===== src/rtl/switch_debouncer.sv =====
// Multi-bit switch conditioner: 2-flop synchronizer followed by a per-bit
// stability counter, with registered debounced level and rise/fall strobes.
module switch_debouncer #(
    parameter int WIDTH        = 8,
    parameter int CNT_W        = 16,
    parameter int STABLE_COUNT = 50000
) (
    input  logic             Clk,
    input  logic             Resetn,
    input  logic [WIDTH-1:0] D,
    output logic [WIDTH-1:0] Q,
    output logic [WIDTH-1:0] Rise,
    output logic [WIDTH-1:0] Fall
);

    // Last count value before a commit; STABLE_COUNT itself may not fit in CNT_W bits.
    localparam logic [CNT_W-1:0] CNT_LAST = CNT_W'(STABLE_COUNT - 1);

    logic [WIDTH-1:0] sync1_q, sync1_d;
    logic [WIDTH-1:0] sync2_q, sync2_d;
    logic [WIDTH-1:0] q_q, q_d;
    logic [WIDTH-1:0] rise_q, rise_d;
    logic [WIDTH-1:0] fall_q, fall_d;
    logic [CNT_W-1:0] cnt_q [WIDTH];
    logic [CNT_W-1:0] cnt_d [WIDTH];

    always_comb begin
        sync1_d = D;
        sync2_d = sync1_q;
        q_d     = q_q;
        rise_d  = '0;
        fall_d  = '0;
        for (int i = 0; i < WIDTH; i++) begin
            cnt_d[i] = '0;
            // Any cycle where the synchronized input agrees with Q restarts the count.
            if (sync2_q[i] != q_q[i]) begin
                if (cnt_q[i] == CNT_LAST) begin
                    q_d[i]    = sync2_q[i];
                    rise_d[i] = sync2_q[i];
                    fall_d[i] = ~sync2_q[i];
                end else begin
                    cnt_d[i] = cnt_q[i] + CNT_W'(1);
                end
            end
        end
    end

    always_ff @(posedge Clk) begin
        if (!Resetn) begin
            sync1_q <= '0;
            sync2_q <= '0;
            q_q     <= '0;
            rise_q  <= '0;
            fall_q  <= '0;
            for (int i = 0; i < WIDTH; i++) begin
                cnt_q[i] <= '0;
            end
        end else begin
            sync1_q <= sync1_d;
            sync2_q <= sync2_d;
            q_q     <= q_d;
            rise_q  <= rise_d;
            fall_q  <= fall_d;
            for (int i = 0; i < WIDTH; i++) begin
                cnt_q[i] <= cnt_d[i];
            end
        end
    end

    assign Q    = q_q;
    assign Rise = rise_q;
    assign Fall = fall_q;

endmodule


===== config.mk =====
export PLATFORM = sky130hd
export DESIGN_NAME = switch_debouncer
export DESIGN_NICKNAME = d
export VERILOG_FILES = /design/src/rtl/switch_debouncer.sv
export SDC_FILE = /design/constraint.sdc
export NUM_CORES = 1
export LEC_CHECK = 0
export BUFFER_PORTS_ARGS = -buffer_cell sky130_fd_sc_hd__buf_2
export CAP_MARGIN = 20
export CELL_PAD_IN_SITES_DETAIL_PLACEMENT = 1
export CELL_PAD_IN_SITES_GLOBAL_PLACEMENT = 2
export CORE_ASPECT_RATIO = 1.5
export CORE_MARGIN = 2
export CORE_UTILIZATION = 41
export DETAILED_ROUTE_END_ITERATION = 16
export GPL_TIMING_DRIVEN = 0
export HOLD_SLACK_MARGIN = 0.1
export PLACE_DENSITY = 0.81
export SLEW_MARGIN = 20
export SYNTH_ARGS = -nofsm -noshare
export SYNTH_HDL_FRONTEND = slang
export SYNTH_SLANG_ARGS = --single-unit
export TNS_END_PERCENT = 50

===== constraint.sdc =====
create_clock -name Clk -period 3.73 [get_ports Clk]
set_input_delay 0.746 -clock Clk [delete_from_list [all_inputs] [get_ports Clk]]
set_output_delay 0.746 -clock Clk [all_outputs]
set_load 0.01 [all_outputs]

After elaboration in Yosys (flattened, before gate mapping)
Memories as Yosys holds them, arrays and structs flattened.
Cells that the tools add are included.
{"block": "word_totals", "regBits": 40, "mem_bits_rw": 128, "input_bits": 10, "out_inout_bits": 24, "memories": 1}
{"name": "cnt_q", "words": 8, "word_bits": 16, "read_ports": 8, "rd_ports_with_merged_regs": 0, "write_ports": 8, "line_no": "24", "text": "logic [CNT_W-1:0] cnt_q [WIDTH];"}
{"block": "op_classes", "addsub": 8, "n_eq_ne": 16, "mux": 26, "n_bitwise": 16, "reduce_logical": 16}
{"operator": "two-way mux 16 bit", "n": 24}
{"operator": "adder 16 x 1 -> 16 bit, second input constant", "n": 8}
{"operator": "== test 16 bit, second input constant", "n": 8}
{"operator": "AND reduction 3 bit", "n": 8}
{"operator": "AND reduction 2 bit", "n": 8}
{"operator": "inequality test 1 bit", "n": 8}
{"operator": "inverter 1 bit", "n": 8}
{"operator": "bitwise OR 1 bit", "n": 8}
{"operator": "two-way mux 1 bit", "n": 2}

Depth between registers and ports, before layout
Gate-level depths: netlist of the first run.
{"block": "depth", "depth_word": 4, "ltp_mapped": 7}

Least setup slack after synthesis of the first run
OpenSTA, ideal clock, no wires.
{"block": "synth_timing", "path_type": "register to register", "from": "memory cnt_q[7][11] (netlist: cnt_q[1][59])", "to": "memory cnt_q[7][7] (netlist: cnt_q[1][55])", "setup_time_ns": 0.115, "arrival_ns": 1.785, "t_required_ns": 3.615, "setup_slack_ns": 1.830, "path_stages_with_launch": 6, "path_buffers": 1, "path_cell_list": "dfxtp_1 or4_1 or4_4 o211ai_4 buf_6 nor2_1"}
{"item": "start: declaration", "line_no": "24"}

==> flow_metrics.py, run 1 <==
metrics = {
    "cts": {
        "clk_path_buf_depth": 2,
        "cts_tree": "done",
        "cts.clk_slew.worst_paths_ns": 0.06,
        "holdBufCountCts": 0,
        "clk_latency_ns": 0.42,
        "cts_setup_buffers": 0,
        "cts_resized": 0,
        "cts_root_buffer": "clkbuf_16",
        "htreeDepth": 4,
        "numCtsBuffers": 17,
        "clock_sinks": 168,
    },
    "timing": {
        "tightest_slew_ns": 0.668,
        "drv_slew": 0,
        "rsz0062_at_grt": "no",
        "setup_viol": 0,
        "relSlewSlack": 0.555,
        "fmaxAchievable_mhz": 457,
        "finalHoldViolCount": 0,
        "final_min_period_over_clock_period": 0.587,
        "fin_setup_tns_ns": 0,
        "min_period_ns": 2.19,
        "skew_ns": 0.00907,
        "whs_ns": 0.439,
    },
    "synthesis": {
        "ys_warn_count": 0,
        "syn_avg_cell_area_sq_um": 9.10,
        "ys_async_sr_fraction": 0,
        "synth_ff_type": "dfxtp_1",
        "synth-edff-count": 0,
        "synth_top_area_share": 0.485,
        "yosys.area.top_type": "dfxtp_1",
        "synth_nets": 779,
        "syn-instance-count": 761,
        "synth_area_leaders": "dfxtp_1 49%, xnor2_1 12%, nor2_1 8.5%",
        "syn_area_sq_um": 6930,
        "synth_cell_type_count": 41,
        "yosysSeqAreaShare": 0.485,
        "postSynthRegisterBits": 168,
    },
    "worst_setup_path": {
        "reg2reg_depth": 6,
        "ff2ff_setup_slack_ns": 1.54,
        "crit_required_ns": 4.02,
        "crit_chain": "ha_1 -> nand3_1 -> nand4b_1 -> nand3_1 -> clkbuf_1 -> nor2_1",
        "criticalPathCategory": "register to register",
        "rr_startpoint": "cnt_q[0][32]",
        "cp_slowest_cell": "clkbuf_1",
        "cpMostUsedCell": "nand3_1",
        "arrival_ns": 2.48,
        "max_stage_delay_ns": 0.43,
        "r2r-end": "cnt_q[0][44]",
        "end_kind": "register",
        "startpoint_type": "register",
        "cp_max_fo": 10,
    },
    "detailed_routing": {
        "drc": 0,
        "vias_per_cell": 5.19,
        "via_count": 5372,
        "wl_per_cell_um": 15.1,
        "drt_iter0_drc": 220,
        "drt-pass1-iter-count": 4,
        "drtAntennaViolNets": 0,
        "totalWireLength_um": 15600,
    },
    "finish": {
        "n_antenna_cell": 0,
        "nFillCells": 1982,
        "final_common_cell": "dfxtp_1",
        "drive_gt1_frac": 0.0958,
        "stdcell_count": 1035,
        "layout_common_cells": "168 x dfxtp_1, 156 x nor2_1, 94 x xnor2_1",
        "synthToLayoutAreaGrowth_pct": 14.8,
        "nets": 831,
        "final_area_sq_um": 7950,
    },
    "pwr": {
        "power_w": 0.00365,
        "peakVddDrop_v": 0.000264,
        "power.leakage_nw": 2.51,
        "power_density_nw_per_um2": 459,
    },
    "floorplanning": {
        "start_util": 0.415,
        "fp.dieW_um": 110,
        "die_y_um": 163,
        "core_sq_um": 16700,
        "rows": 58,
        "ios": 34,
        "fp.dieArea_sq_um": 18000,
    },
    "grt": {
        "grt_usage": 0.186,
        "grt_pass1_wl_um": 26400,
        "grt.overflow.total": 0,
        "grt_pass1_vias": 5661,
        "grt_max_degree": 17,
        "antenna_found_initial": 0,
    },
    "placed_design": {
        "port_buffers": 33,
        "gp_congestion": 0.824,
        "place_area_sq_um": 7360,
        "numPlacedInstances": 1004,
        "hpwl_um": 11400,
    },
    "min_path": {
        "hold_path_depth": 1,
        "hp-start": "sync1_q[3]",
        "hold_path_class": "register to register",
        "hold_end": "sync2_q[3]",
    },
    "run": {
        "maxCapViolCount": 0,
    },
    "run_status": {
        "status": "complete, no violations",
    },
}
[stage by stage]
stage	worst slack [ns]	util
after floorplan	1.83	-
after global placement	1.25	0.441
after detailed placement	1.25	0.441
after CTS	1.48	0.477
after global routing	1.27	0.477
final	1.54	0.477
[routing by layer]
metal / part of all wire / routed length (um) / GRT usage
met1: 0.42 / 6560 / 0.206
met2: 0.53 / 8290 / 0.338
met3: 0.035 / 544 / 0.0499
met4: 0.013 / 199 / 0.0619
met5: 0 / 0 / 0
[how the worst max path moves through the flow]
stage	to	startpoint	slack, ns	depth (start not counted)
CTS	cnt_q[0][44]	cnt_q[0][32]	1.48	6
finish	cnt_q[0][44]	cnt_q[0][32]	1.54	6
floorplan	cnt_q[1][55]	cnt_q[1][59]	1.83	5
global route	cnt_q[0][30]	cnt_q[0][19]	1.27	5
global placement	Rise[2]	Resetn	1.25	5
detailed placement	Rise[2]	Resetn	1.25	5
[cells in the mapped netlist (4+ instances only)]
cell type  instances
dfxtp_1          168
nor2_1           156
xnor2_1           94
nand2_1           39
nand3_1           39
nand4_1           35
nor4_1            34
nor3_1            29
inv_1             28
xor2_1            24
and2_1            17
clkbuf_1          10
ha_1               8
and3_1             7
mux2i_1            7
nor3b_1            6
and4b_1            5
nor4b_1            5
nor4bb_1           5
buf_2              4
nand4b_1           4
or2_2              4
or4_1              4
[kinds of logic after synthesis]
group | after synthesis | synth area share
DFF | 168 | 0.485
and+or+nand+nor | 410 | 0.308
AOI/OAI and AO/OA | 6 | 0.00740
adders and majority gates | 8 | 0.0144
muxes | 7 | 0.0101
xor gates and xnor gates | 118 | 0.149
buffers and inverters | 44 | 0.0256
[cell type report]
cell class                 count  area [sq um]  area share
clock inverter                 8           120      0.0151
buffer                        16          72.6     0.00912
sequential                   168          3360       0.423
tap                          210           263      0.0330
timing repair buffer          33           165      0.0208
inverter                      28           105      0.0132
multi-input combinational    549          3390       0.426
clock buffer                  23           478      0.0601
[critical path, delay by kind of cell, from the launching register on]
family,cells,cell delay [ns]
flops,1,0.37
simple gates,4,1.06
buf+inv,1,0.43
fa+ha+maj,1,0.20
[sequential cells by signal, summed over array words and instances (netlist names)]
name,count
Fall,8
Q,8
Rise,8
cnt_q,128
sync1_q,8
sync2_q,8
[power by group]
group	internal (W)	switching [W]
clock	0.00110	0.000693
sequential	0.00180	0.00000766
combinational	0.0000153	0.0000289
No activity file was read; power rests on OpenSTA's default activity.
==> run 2, diff against run 1 <==
--- a/config.mk
+++ b/config.mk
@@ -11,11 +11,11 @@
 export CELL_PAD_IN_SITES_GLOBAL_PLACEMENT = 2
 export CORE_ASPECT_RATIO = 1.5
 export CORE_MARGIN = 2
-export CORE_UTILIZATION = 41
+export CORE_UTILIZATION = 35
 export DETAILED_ROUTE_END_ITERATION = 16
 export GPL_TIMING_DRIVEN = 0
 export HOLD_SLACK_MARGIN = 0.1
-export PLACE_DENSITY = 0.81
+export PLACE_DENSITY = 0.74
 export SLEW_MARGIN = 20
 export SYNTH_ARGS = -nofsm -noshare
 export SYNTH_HDL_FRONTEND = slang
==> constraint.sdc (replaced) <==
create_clock -name Clk -period 2 [get_ports Clk]
set_input_delay 0.4 -clock Clk [delete_from_list [all_inputs] [get_ports Clk]]
set_output_delay 0.4 -clock Clk [all_outputs]
set_load 0.01 [all_outputs]
==> run 2 against run 1 <==
- clock skew fell by 0.0023 ns
- maximum frequency rose by 7.4%
- via count increased by 2.1%
- die area is 17% higher
- final cell count grew 5.8%
- clock-buffer cell count is 4 lower
- critical path type unchanged
- largest power group unchanged
- sequential power grew 87%
- combinational power rose by 110%
- largest cell class unchanged
- the run now ends with setup timing left
- design area up 2.8%
- clock power grew 75%
==> flow_metrics.py, run 2 (synthesis results as in run 1) <==
metrics = {
    "run_status": {
        "status": "finished, violations left",
        "failed_checks": "setup timing",
    },
    "timing": {
        "skew_ns": 0.00676,
        "tightest_slew_ns": 0.557,
        "rsz0062_at_grt": "yes",
        "whs_ns": 0.172,
        "final_min_period_over_clock_period": 1.02,
        "setup_slack_ns": -0.0367,
        "fmaxAchievable_mhz": 491,
        "min_period_ns": 2.04,
        "setup_viol": 14,
        "drv_slew": 0,
        "finalHoldViolCount": 0,
        "relSlewSlack": 0.628,
    },
    "worst_setup_path": {
        "reg2reg_depth": 5,
        "path_buf_inv": 1,
        "cp_slowest_cell": "or4_4",
        "crit_required_ns": 2.32,
        "crit_chain": "or4_4 -> or4_4 -> o211ai_4 -> buf_6 -> nor2_1",
        "criticalPathCategory": "register to register",
        "cp_top_family": "simple AND/OR/NAND/NOR gates",
        "end_kind": "register",
        "cp_max_fo": 6,
        "max_stage_delay_ns": 0.56,
        "critical_path_depth": 5,
        "cpMostUsedCell": "or4_4",
        "arrival_ns": 2.36,
        "startpoint_type": "register",
    },
    "pwr": {
        "seqPwrFrac": 0.512,
        "netSwitchingPower_w": 0.00147,
        "power.leakage_nw": 2.56,
        "peakVddDrop_v": 0.000516,
        "power_density_nw_per_um2": 807,
        "power_w": 0.00660,
        "power_frac_clock": 0.474,
        "swShare": 0.223,
        "combPwrFrac": 0.014,
        "p_int_w": 0.00512,
    },
    "floorplanning": {
        "rows": 63,
        "die_y_um": 176,
        "core_sq_um": 19600,
        "start_util": 0.353,
        "fp.dieW_um": 119,
        "fp.dieArea_sq_um": 21000,
        "ios": 34,
    },
    "finish": {
        "layout_common_cells": "160 x dfxtp_1, 153 x nor2_1, 94 x xnor2_1",
        "nFillCells": 2301,
        "synthToLayoutAreaGrowth_pct": 18.0,
        "regMostFlops": "cnt_q",
        "nets": 840,
        "stdcell_count": 1095,
        "final_common_cell": "dfxtp_1",
        "drive_gt1_frac": 0.139,
        "n_antenna_cell": 0,
        "final_util": 0.417,
        "largest_register_ffs": 128,
    },
    "detailed_routing": {
        "route.top_layer_used": "met4",
        "route.met2.wl_um": 8280,
        "drtAntennaViolNets": 0,
        "drt-pass1-iter-count": 4,
        "wl_met1_um": 6700,
        "totalWireLength_um": 15800,
        "drc": 0,
        "via_count": 5486,
        "wl_per_cell_um": 14.4,
        "drt_iter0_drc": 219,
        "vias_per_cell": 5.01,
        "dr_wl_met3_um": 460,
    },
    "grt": {
        "grt_pass1_vias": 5798,
        "antenna_found_initial": 0,
        "grt_max_degree": 17,
        "grt_pass1_wl_um": 26900,
        "grt.overflow.total": 0,
        "grt_usage": 0.158,
    },
    "cts": {
        "clk_path_buf_depth": 2,
        "clock_sinks": 168,
        "clk_latency_ns": 0.43,
        "cts_tree": "done",
        "holdBufCountCts": 0,
        "cts.clk_slew.worst_paths_ns": 0.07,
        "numCtsBuffers": 17,
        "htreeDepth": 4,
        "cts_root_buffer": "clkbuf_16",
    },
    "placed_design": {
        "port_buffers": 33,
        "gp_congestion": 0.790,
        "numPlacedInstances": 1054,
        "hpwl_um": 11400,
    },
    "min_path": {
        "hold_path_class": "primary input to register",
        "hold_path_depth": 2,
    },
    "run": {
        "maxCapViolCount": 0,
    },
}
[run 2: changes by cell type in the layout (fill, tap and decap cells not counted), sizes merged]
cell / delta
buf: +10
clkbuf: -5
inv: +4
bufinv: -2
clkinvlp: +2
clkinv: +1
[run 2: path summary, 6_finish.rpt]
check               start      endpoint  slack (ns)
min                  D[7]    sync1_q[7]        0.17
max          cnt_q[1][59]  cnt_q[1][58]       -0.04
max reg2reg  cnt_q[1][59]  cnt_q[1][58]       -0.04
min reg2reg    sync1_q[6]    sync2_q[6]        0.44
[run 2: repair_timing]
action,in CTS,in global routing
endpoints found under the hold margin,0,0
resized for setup,16,26
setup endpoints to repair,83,76
buffers inserted,4,7
pin swaps,6,4
gates cloned,0,1
[run 2: cell type report]
| class | count | area [sq um] | share of cell area |
|---|---|---|---|
| Multi-Input combinational cell | 549 | 3470 | 0.424 |
| Sequential cell | 168 | 3380 | 0.413 |
| Clock buffer | 19 | 433 | 0.0529 |
| Tap cell | 260 | 325 | 0.0398 |
| Timing Repair Buffer | 45 | 259 | 0.0317 |
| Clock inverter | 13 | 123 | 0.0150 |
| Inverter | 28 | 105 | 0.0129 |
| Buffer | 13 | 90.1 | 0.0110 |
[run 2: power groups by stage]
stage	combinational, W	clock [W]	sequential (W)
floorplan	0.0000516	0	0.00345
global placement	0.0000843	0	0.00345
detailed placement	0.0000879	0	0.00345
CTS	0.0000926	0.00324	0.00338
global route	0.000107	0.00336	0.00338
finish	0.0000935	0.00313	0.00338
[run 2: stage by stage]
step / setup TNS, ns / setup WS, ns / cell area (sq um)
floorplan: 0 / 0.100 / 6930
global placement: -11.16 / -0.251 / 7420
detailed placement: -15.15 / -0.343 / 7420
CTS: -0.629 / -0.0728 / 8050
global route: -1.28 / -0.105 / 8180
finish: -0.379 / -0.0367 / 8180
[run 2: routing by layer]
layer | GRT usage | vias up
met5 | 0 | -
met4 | 0.0645 | 0
met3 | 0.0352 | 26
met2 | 0.289 | 56
met1 | 0.175 | 2683
li1 | - | 2721
